===== config.mk =====
export PLATFORM = sky130hd
export DESIGN_NAME = branch_resolution_unit
export DESIGN_NICKNAME = d
export VERILOG_FILES = /design/src/rtl/branch_resolution_unit.sv
export SDC_FILE = /design/constraint.sdc
export NUM_CORES = 1
export LEC_CHECK = 0
export CORE_AREA = 8 8 193 195
export DETAILED_ROUTE_END_ITERATION = 7
export DIE_AREA = 0 0 201 203
export GPL_TIMING_DRIVEN = 0
export PLACE_DENSITY = 0.78
export SYNTH_ARGS = -nofsm -noshare
export SYNTH_HDL_FRONTEND = slang
export SYNTH_SLANG_ARGS = --single-unit

===== constraint.sdc =====
create_clock -name clk_i -period 9.05 [get_ports clk_i]
set_clock_uncertainty 0.15 [all_clocks]
set_input_delay 2.2625 -clock clk_i [delete_from_list [all_inputs] [get_ports clk_i]]
set_output_delay 2.2625 -clock clk_i [all_outputs]
set_load 0.02 [all_outputs]

===== src/rtl/branch_resolution_unit.sv =====
// Branch resolution unit: detects mispredicts, redirects fetch, discards wrong-path work,
// and queues predictor updates with performance counters.
module branch_resolution_unit #(
   parameter int unsigned UPD_FIFO_DEPTH = 4,
   parameter int unsigned FLUSH_CYCLES   = 2,
   parameter int unsigned CNT_WIDTH      = 32
) (
   input  logic                 clk_i,
   input  logic                 rst_i,
   input  logic                 res_valid_i,
   output logic                 res_ready_o,
   input  logic [31:0]          res_pc_i,
   input  logic                 res_is_branch_i,
   input  logic                 res_pred_taken_i,
   input  logic [31:0]          res_pred_target_i,
   input  logic                 res_actual_taken_i,
   input  logic [31:0]          res_actual_target_i,
   output logic                 redirect_o,
   output logic [31:0]          redirect_pc_o,
   input  logic                 upd_stall_i,
   output logic                 update_o,
   output logic [31:0]          update_pc_o,
   output logic                 actual_taken_o,
   output logic [31:0]          actual_target_o,
   output logic                 is_branch_o,
   input  logic                 cnt_clear_i,
   output logic [CNT_WIDTH-1:0] branch_cnt_o,
   output logic [CNT_WIDTH-1:0] mispredict_cnt_o
);

   localparam int unsigned PtrW = (UPD_FIFO_DEPTH > 1) ? $clog2(UPD_FIFO_DEPTH) : 1;
   localparam int unsigned CntW = PtrW + 1;

   typedef enum logic [0:0] {StRun, StFlush} state_e;

   state_e state_q, state_d;
   logic [3:0] flush_cnt_q, flush_cnt_d;

   logic [PtrW-1:0] wr_ptr_q, wr_ptr_d;
   logic [PtrW-1:0] rd_ptr_q, rd_ptr_d;
   logic [CntW-1:0] count_q, count_d;

   logic [31:0] pc_mem     [UPD_FIFO_DEPTH];
   logic        taken_mem  [UPD_FIFO_DEPTH];
   logic [31:0] target_mem [UPD_FIFO_DEPTH];

   logic        redirect_q, redirect_d;
   logic [31:0] redirect_pc_q, redirect_pc_d;

   logic [CNT_WIDTH-1:0] branch_cnt_q, branch_cnt_d;
   logic [CNT_WIDTH-1:0] mispredict_cnt_q, mispredict_cnt_d;

   logic ready;
   logic accept;
   logic br_accept;
   logic mispredict;
   logic mis_accept;
   logic head_valid;
   logic push;
   logic pop;

   // Mispredict covers both a wrong direction and a wrong target on a taken branch.
   always_comb begin
      mispredict = (res_pred_taken_i != res_actual_taken_i) ||
                   (res_pred_taken_i && res_actual_taken_i &&
                    (res_pred_target_i != res_actual_target_i));
   end

   always_comb begin
      ready      = (state_q == StFlush) ? 1'b1 : (count_q < CntW'(UPD_FIFO_DEPTH));
      accept     = res_valid_i && ready;
      br_accept  = accept && (state_q == StRun) && res_is_branch_i;
      mis_accept = br_accept && mispredict;
      head_valid = (count_q != '0);
      push       = br_accept;
      pop        = head_valid && !upd_stall_i;
   end

   // FSM: the flush window length is counted down from FLUSH_CYCLES on entry.
   always_comb begin
      state_d     = state_q;
      flush_cnt_d = flush_cnt_q;
      unique case (state_q)
         StRun: begin
            if (mis_accept) begin
               state_d     = StFlush;
               flush_cnt_d = 4'(FLUSH_CYCLES);
            end
         end
         StFlush: begin
            flush_cnt_d = flush_cnt_q - 4'd1;
            if (flush_cnt_q <= 4'd1) begin
               state_d     = StRun;
               flush_cnt_d = 4'd0;
            end
         end
         default: begin
            state_d     = StRun;
            flush_cnt_d = 4'd0;
         end
      endcase
   end

   always_comb begin
      redirect_d    = mis_accept;
      redirect_pc_d = '0;
      if (mis_accept) begin
         redirect_pc_d = res_actual_taken_i ? res_actual_target_i : (res_pc_i + 32'd4);
      end
   end

   always_comb begin
      wr_ptr_d = push ? (wr_ptr_q + PtrW'(1)) : wr_ptr_q;
      rd_ptr_d = pop ? (rd_ptr_q + PtrW'(1)) : rd_ptr_q;
      count_d  = count_q;
      if (push && !pop) begin
         count_d = count_q + CntW'(1);
      end else if (!push && pop) begin
         count_d = count_q - CntW'(1);
      end
   end

   // Clear wins over a same-cycle increment; both counters stick at all-ones.
   always_comb begin
      branch_cnt_d     = branch_cnt_q;
      mispredict_cnt_d = mispredict_cnt_q;
      if (cnt_clear_i) begin
         branch_cnt_d     = '0;
         mispredict_cnt_d = '0;
      end else begin
         if (push && !(&branch_cnt_q)) begin
            branch_cnt_d = branch_cnt_q + CNT_WIDTH'(1);
         end
         if (mis_accept && !(&mispredict_cnt_q)) begin
            mispredict_cnt_d = mispredict_cnt_q + CNT_WIDTH'(1);
         end
      end
   end

   always_ff @(posedge clk_i or posedge rst_i) begin
      if (rst_i) begin
         state_q          <= StRun;
         flush_cnt_q      <= 4'd0;
         wr_ptr_q         <= '0;
         rd_ptr_q         <= '0;
         count_q          <= '0;
         redirect_q       <= 1'b0;
         redirect_pc_q    <= '0;
         branch_cnt_q     <= '0;
         mispredict_cnt_q <= '0;
      end else begin
         state_q          <= state_d;
         flush_cnt_q      <= flush_cnt_d;
         wr_ptr_q         <= wr_ptr_d;
         rd_ptr_q         <= rd_ptr_d;
         count_q          <= count_d;
         redirect_q       <= redirect_d;
         redirect_pc_q    <= redirect_pc_d;
         branch_cnt_q     <= branch_cnt_d;
         mispredict_cnt_q <= mispredict_cnt_d;
      end
   end

   // Storage needs no reset: the head is masked whenever the queue is empty.
   always_ff @(posedge clk_i) begin
      if (push) begin
         pc_mem[wr_ptr_q]     <= res_pc_i;
         taken_mem[wr_ptr_q]  <= res_actual_taken_i;
         target_mem[wr_ptr_q] <= res_actual_target_i;
      end
   end

   always_comb begin
      res_ready_o      = ready;
      redirect_o       = redirect_q;
      redirect_pc_o    = redirect_pc_q;
      update_o         = pop;
      is_branch_o      = pop;
      update_pc_o      = head_valid ? pc_mem[rd_ptr_q] : '0;
      actual_taken_o   = head_valid ? taken_mem[rd_ptr_q] : 1'b0;
      actual_target_o  = head_valid ? target_mem[rd_ptr_q] : '0;
      branch_cnt_o     = branch_cnt_q;
      mispredict_cnt_o = mispredict_cnt_q;
   end

endmodule


==> flow_summary_export.csv, run 1 <==
group,metric,value,unit
clock_network,cts_htree_levels,2,
sta,rsz0062_at_grt,"false",
worst_setup_path,r2r-start,"count_q[0]",
global_route,grt_max_degree,62,
final_layout,instances_no_fill,1896,
worst_setup_path,ff2ff_setup_slack,5.59,ns
worst_setup_path,crit_arrival,3.90,ns
final_layout,seq_area,10500,sq um
worst_hold_path,min_to,"count_q[0]",
sta,finalMaxSlewViolations,0,
synthesis,yosys_register_bits,369,
sta,finalHoldViolCount,0,
worst_setup_path,worstReg2RegEnd,"count_q[2]",
floorplan,fp-row-count,68,
final_layout,drive_gt1_frac,0.117,
final_layout,utilization,0.610,
clock_network,cts_setup_buffers,0,
power_and_ir_drop,power_density,260,nW/um^2
flow_run,cap_violations,0,
power_and_ir_drop,peakVddDrop,192,uV
floorplan,die_area,40800,sq um
clock_network,clockBufferDepth,3,
final_layout,fillerInstances,2566,
sta,fin_crit_sh,0.697,
clock_network,root_buffer,"clkbuf_16",
placement,dp_slack,2.57,ns
detailed_routing,ant_nets,0,
power_and_ir_drop,power,5.41,mW
worst_setup_path,required,6.64,ns
synthesis,synth-seq-area-share,0.655,
final_layout,multi_input_area,5270,sq um
clock_network,cts_tree,"yes",
floorplan,fp.dieW,201,microns
detailed_routing,via_count,10500,
global_route,grtUsageTotal,0.212,
clock_network,hold_buffers,0,
worst_setup_path,start_kind,"input pin",
worst_setup_path,crit_fanout,5,
global_route,gr-total-overflow,0,
placement,dp.cells,1823,
final_layout,finalNetCount,1526,
synthesis,yosysTopAreaCellShare,0.485,
worst_hold_path,hold_path_class,"flip-flop to flip-flop",
worst_setup_path,crit_type,"input pin to output port",
clock_network,cts_resized,0,
detailed_routing,post_drt_via_cell_ratio,5.53,
final_layout,stdcell_area,20800,sq um
global_route,grt_pass1_vias,10800,
detailed_routing,drc,0,
detailed_routing,drt_iter0_drc,898,
synthesis,async_flop_share,0.295,
synthesis,synthFlopType,"edfxtp_1",
detailed_routing,wl_per_cell,23.2,microns
placement,port_buffers,267,
sta,period_minus_slack,6.31,ns
placement,gp_congestion,0.835,
floorplan,io_pins,269,
sta,fin_ws,2.74,ns
synthesis,ys_types,55,
synthesis,synth-edff-count,260,
synthesis,syn-num-nets,1212,
sta,setup_violations,0,
detailed_routing,drt-total-wl,44.0,mm
sta,fin_tns_setup,0,ns
detailed_routing,firstDrtPassIters,5,
placement,dpl-instance-area,19500,sq um
final_layout,final_cell_mix,"clkdlybuf4s50_1 (267), edfxtp_1 (260), dfrtp_1 (109)",
worst_setup_path,reg2regPathDepth,10,
worst_setup_path,worstSetupEndpointType,"output port",
clock_network,cts.clk_slew.worst_paths,0.06,ns
worst_hold_path,worstHoldStart,"count_q[0]",
synthesis,netlist_instances,1096,
sta,tightest_slew,1.18,ns
floorplan,start_util,0.472,
sta,fin_hold_ws,0.396,ns
clock_network,cts.sinks,369,
global_route,antenna_found_initial,3,
placement,hpwl,31.1,mm
clock_network,clock_latency,0.53,ns
power_and_ir_drop,p_leak,7.37,nW
synthesis,synth_area_leaders,"edfxtp_1 (49%), dfrtp_1 (17%), mux4_2 (9.1%)",
worst_hold_path,min_path_cells,1,
synthesis,post_synth.cell_area_avg,14.7,sq um
global_route,grt_pass1_wl,66.5,mm
synthesis,yosysWarningCount,0,
floorplan,die_h,203,microns
clock_network,cts_buffers,40,
final_layout,syn_to_final_growth,29.2,%
worst_setup_path,worstSetupStartpoint,"upd_stall_i",
synthesis,synth_area,16100,sq um
final_layout,final_common_cell,"clkdlybuf4s50_1",
sta,relSlewSlack,0.212,
synthesis,post-synth-top-area-cell,"edfxtp_1",
sta,max_freq,158,MHz
floorplan,core_area,34100,sq um
status,status,"finished clean",
[logic make-up after synthesis]
logic type / Yosys count / synth area share
flip-flops: 369 / 0.655
multiplexers: 88 / 0.106
buffers and inverters: 68 / 0.0187
AND/OR/NAND/NOR: 378 / 0.130
AO/OA/AOI/OAI: 87 / 0.0296
adder cells (fa/ha/maj): 12 / 0.00979
XOR/XNOR: 94 / 0.0512
[flip-flops by register name, summed over array words and instances (netlist names), 3 cells and up]
signal            flops
pc_mem              128
taken_mem             4
flush_cnt_q           4
count_q               3
mispredict_cnt_o     32
branch_cnt_o         32
redirect_pc_o        32
target_mem          128
[where the power goes]
group / internal (mW) / switching (mW) / total [mW] / leakage, nW
combinational: 0.845 / 0.961 / 1.81 / 2.92
sequential: 1.94 / 0.0472 / 1.98 / 3.84
clock: 0.947 / 0.673 / 1.62 / 0.609
[layout make-up]
| type | instances | area share |
|---|---|---|
| antenna | 1 | 0.000120 |
| buffer | 50 | 0.0112 |
| clock buffer | 50 | 0.0504 |
| clock inverter | 22 | 0.0123 |
| inverter | 18 | 0.00349 |
| multi-input combinational | 659 | 0.253 |
| sequential | 369 | 0.507 |
| tap | 455 | 0.0274 |
| timing repair buffer | 272 | 0.135 |
[synthesized netlist by cell type, drive strengths merged, types with 14 or more instances]
cell    number
a21oi       46
and2        16
and3        18
buf         18
clkbuf      32
dfrtp      109
edfxtp     260
inv         18
mux2i       14
mux4        65
nand2       34
nand3       41
nand4       18
nor2       103
nor2b       75
nor4        17
o21ai       25
or3         21
xnor2       35
xor2        59
[worst max-delay path: stages]
cell and delay [ns]:
clkdlybuf4s50_1 0.40, nor2_1 0.44, buf_4 0.20, clkdlybuf4s50_1 0.59
[routing by layer]
metal / wire [microns] / GRT usage / part of all wire
met5: 23 / 0 / 0.00052
met4: 939 / 0.0547 / 0.021
met3: 3790 / 0.0593 / 0.086
met2: 21800 / 0.357 / 0.50
met1: 17500 / 0.267 / 0.40
[worst max path at each step]
stage / slack [ns] / cells after the start / to
global route: 2.64 / 4 / update_o
finish: 2.74 / 4 / update_o
CTS: 2.65 / 4 / update_o
detailed placement: 2.57 / 8 / redirect_pc_o[11]
global placement: 1.89 / 2 / redirect_pc_o[0]
floorplan: 3.69 / 2 / update_o
Power figures use the tool's default switching activity.
==> inputs of run 2 (changes only) <==
--- a/config.mk
+++ b/config.mk
@@ -9,7 +9,7 @@
 export DETAILED_ROUTE_END_ITERATION = 7
 export DIE_AREA = 0 0 201 203
 export GPL_TIMING_DRIVEN = 0
-export PLACE_DENSITY = 0.78
+export PLACE_DENSITY = 0.81
 export SYNTH_ARGS = -nofsm -noshare
 export SYNTH_HDL_FRONTEND = slang
 export SYNTH_SLANG_ARGS = --single-unit
==> constraint.sdc (replaced) <==
create_clock -name clk_i -period 5.75 [get_ports clk_i]
set_clock_uncertainty 0.15 [all_clocks]
set_input_delay 1.4375 -clock clk_i [delete_from_list [all_inputs] [get_ports clk_i]]
set_output_delay 1.4375 -clock clk_i [all_outputs]
set_load 0.02 [all_outputs]
==> flow_summary_export.csv, run 2 (synthesis results as in run 1) <==
group,metric,value,unit
final_layout,finalNetCount,1526,
sta,fin_crit_sh,0.900,
clock_network,clockBufferDepth,3,
worst_setup_path,critPathMostFrequentCell,"clkbuf_1",
floorplan,fp-row-count,68,
global_route,antenna_found_initial,3,
sta,finalHoldViolCount,0,
sta,tightest_slew,1.24,ns
worst_hold_path,hold_path_class,"flip-flop to flip-flop",
floorplan,fp.dieW,201,microns
placement,port_buffers,267,
clock_network,root_buffer,"clkbuf_16",
sta,period_minus_slack,5.18,ns
worst_setup_path,start_kind,"flip-flop",
floorplan,io_pins,269,
worst_setup_path,crit_arrival,3.59,ns
power_and_ir_drop,power_density,410,nW/um^2
final_layout,final_common_cell,"clkdlybuf4s50_1",
floorplan,die_area,40800,sq um
sta,relSlewSlack,0.177,
detailed_routing,drt-total-wl,43.6,mm
global_route,grt_pass1_wl,65.9,mm
worst_hold_path,min_path_cells,1,
final_layout,final_cell_mix,"clkdlybuf4s50_1 (267), edfxtp_1 (260), dfrtp_1 (109)",
worst_setup_path,worstPathCellList,"nor3_1 -> clkbuf_1 -> clkbuf_1 -> nor2b_1 -> clkdlybuf4s50_1",
final_layout,syn_to_final_growth,29.4,%
flow_run,cap_violations,0,
worst_setup_path,cp_slowest_cell,"nor3_1",
placement,hpwl,31.1,mm
sta,fin_tns_setup,0,ns
final_layout,top_regs,"pc_mem (128), target_mem (128)",
sta,setup_violations,0,
final_layout,instances_no_fill,1898,
clock_network,cts_buffers,40,
final_layout,drive_gt1_frac,0.118,
worst_setup_path,critPathBufInv,3,
global_route,grt_max_degree,59,
worst_setup_path,required,4.16,ns
status,status,"finished clean",
detailed_routing,drt_iter0_drc,733,
floorplan,core_area,34100,sq um
sta,rsz0062_at_grt,"false",
global_route,grtUsageTotal,0.210,
detailed_routing,wl_per_cell,23.0,microns
detailed_routing,post_drt_via_cell_ratio,5.55,
detailed_routing,via_count,10500,
clock_network,cts.sinks,369,
clock_network,clock_latency,0.53,ns
power_and_ir_drop,p_leak,7.40,nW
global_route,gr-total-overflow,0,
worst_setup_path,critPathTopFamily,"buffers and inverters",
floorplan,die_h,203,microns
placement,dp.cells,1823,
global_route,grt_pass1_vias,10800,
worst_setup_path,reg2regPathDepth,10,
floorplan,start_util,0.472,
detailed_routing,drc,0,
clock_network,cts_resized,0,
worst_setup_path,crit_fanout,10,
worst_setup_path,worstSetupEndpointType,"output port",
placement,gp_congestion,0.873,
clock_network,cts_tree,"yes",
clock_network,cts.clk_slew.worst_paths,0.06,ns
power_and_ir_drop,peakVddDrop,287,uV
detailed_routing,ant_nets,0,
clock_network,hold_buffers,0,
detailed_routing,firstDrtPassIters,5,
clock_network,cts_setup_buffers,0,
clock_network,cts_htree_levels,2,
sta,max_freq,193,MHz
sta,finalMaxSlewViolations,0,
worst_setup_path,crit_type,"flip-flop to output port",
worst_setup_path,path_depth,5,
worst_setup_path,cpPeakStageDelay,0.68,ns
==> run 2: cell count changes in the layout (fill, tap and decap cells not counted), sizes merged <==
| cell | delta |
|---|---|
| clkinvlp | -4 |
| bufinv | +1 |
| clkinv | +3 |
| clkbuf | -1 |
| inv | +3 |
==> run 2: report_power, final <==
group          switching, mW  internal (mW)
clock                   1.04           1.53
combinational           1.52           1.33
sequential            0.0735           3.05
==> run 2: routing by layer <==
metal	global-route usage	wire (microns)
met5	0	27
met4	0.0597	1020
met3	0.0564	3920
met2	0.347	21200
met1	0.269	17500
==> run 2: worst paths after layout <==
path / end / startpoint / slack (ns)
worst min-delay path: flush_cnt_q[2] / flush_cnt_q[2] / 0.38
max in group asynchronous: redirect_pc_o[19] / rst_i / 3.57
worst max register to register: count_q[2] / count_q[0] / 2.38
worst max-delay path: actual_target_o[12] / count_q[0] / 0.57
min in group asynchronous: branch_cnt_o[29] / rst_i / 1.18
worst min register to register: flush_cnt_q[2] / flush_cnt_q[2] / 0.38
==> run 2: per-stage QoR <==
| stage | utilization | hold slack (ns) | instance area (sq um) | total power, mW | setup WS, ns |
|---|---|---|---|---|---|
| global route | 0.610 | 0.419 | 20800 | 8.89 | 0.331 |
| CTS | 0.610 | 0.376 | 20800 | 8.64 | 0.461 |
| global placement | 0.567 | 0.346 | 19300 | 6.01 | -0.665 |
| floorplan | - | 0.323 | 16100 | 4.78 | 1.29 |
| detailed placement | 0.571 | 0.360 | 19500 | 6.06 | 0.336 |
| finish | 0.610 | 0.378 | 20800 | 8.54 | 0.573 |
==> run 2: worst reg2reg max path, delay by kind of cell, from the launching register on <==
| family | cells | cell delay, ns |
|---|---|---|
| AND/OR/NAND/NOR | 3 | 1.11 |
| buffers and inverters | 3 | 0.76 |
| adder cells (fa/ha/maj) | 2 | 0.55 |
| flip-flops | 1 | 0.42 |
| XOR/XNOR | 2 | 0.30 |
==> run 2: area by class of cell <==
type	instances	area, sq um
fill	2521	13300
sequential	369	10500
multi-input combinational	659	5270
timing repair buffer	272	2810
clock buffer	49	1030
tap	455	569
clock inverter	25	293
buffer	50	233
inverter	18	72.6
antenna	1	2.50
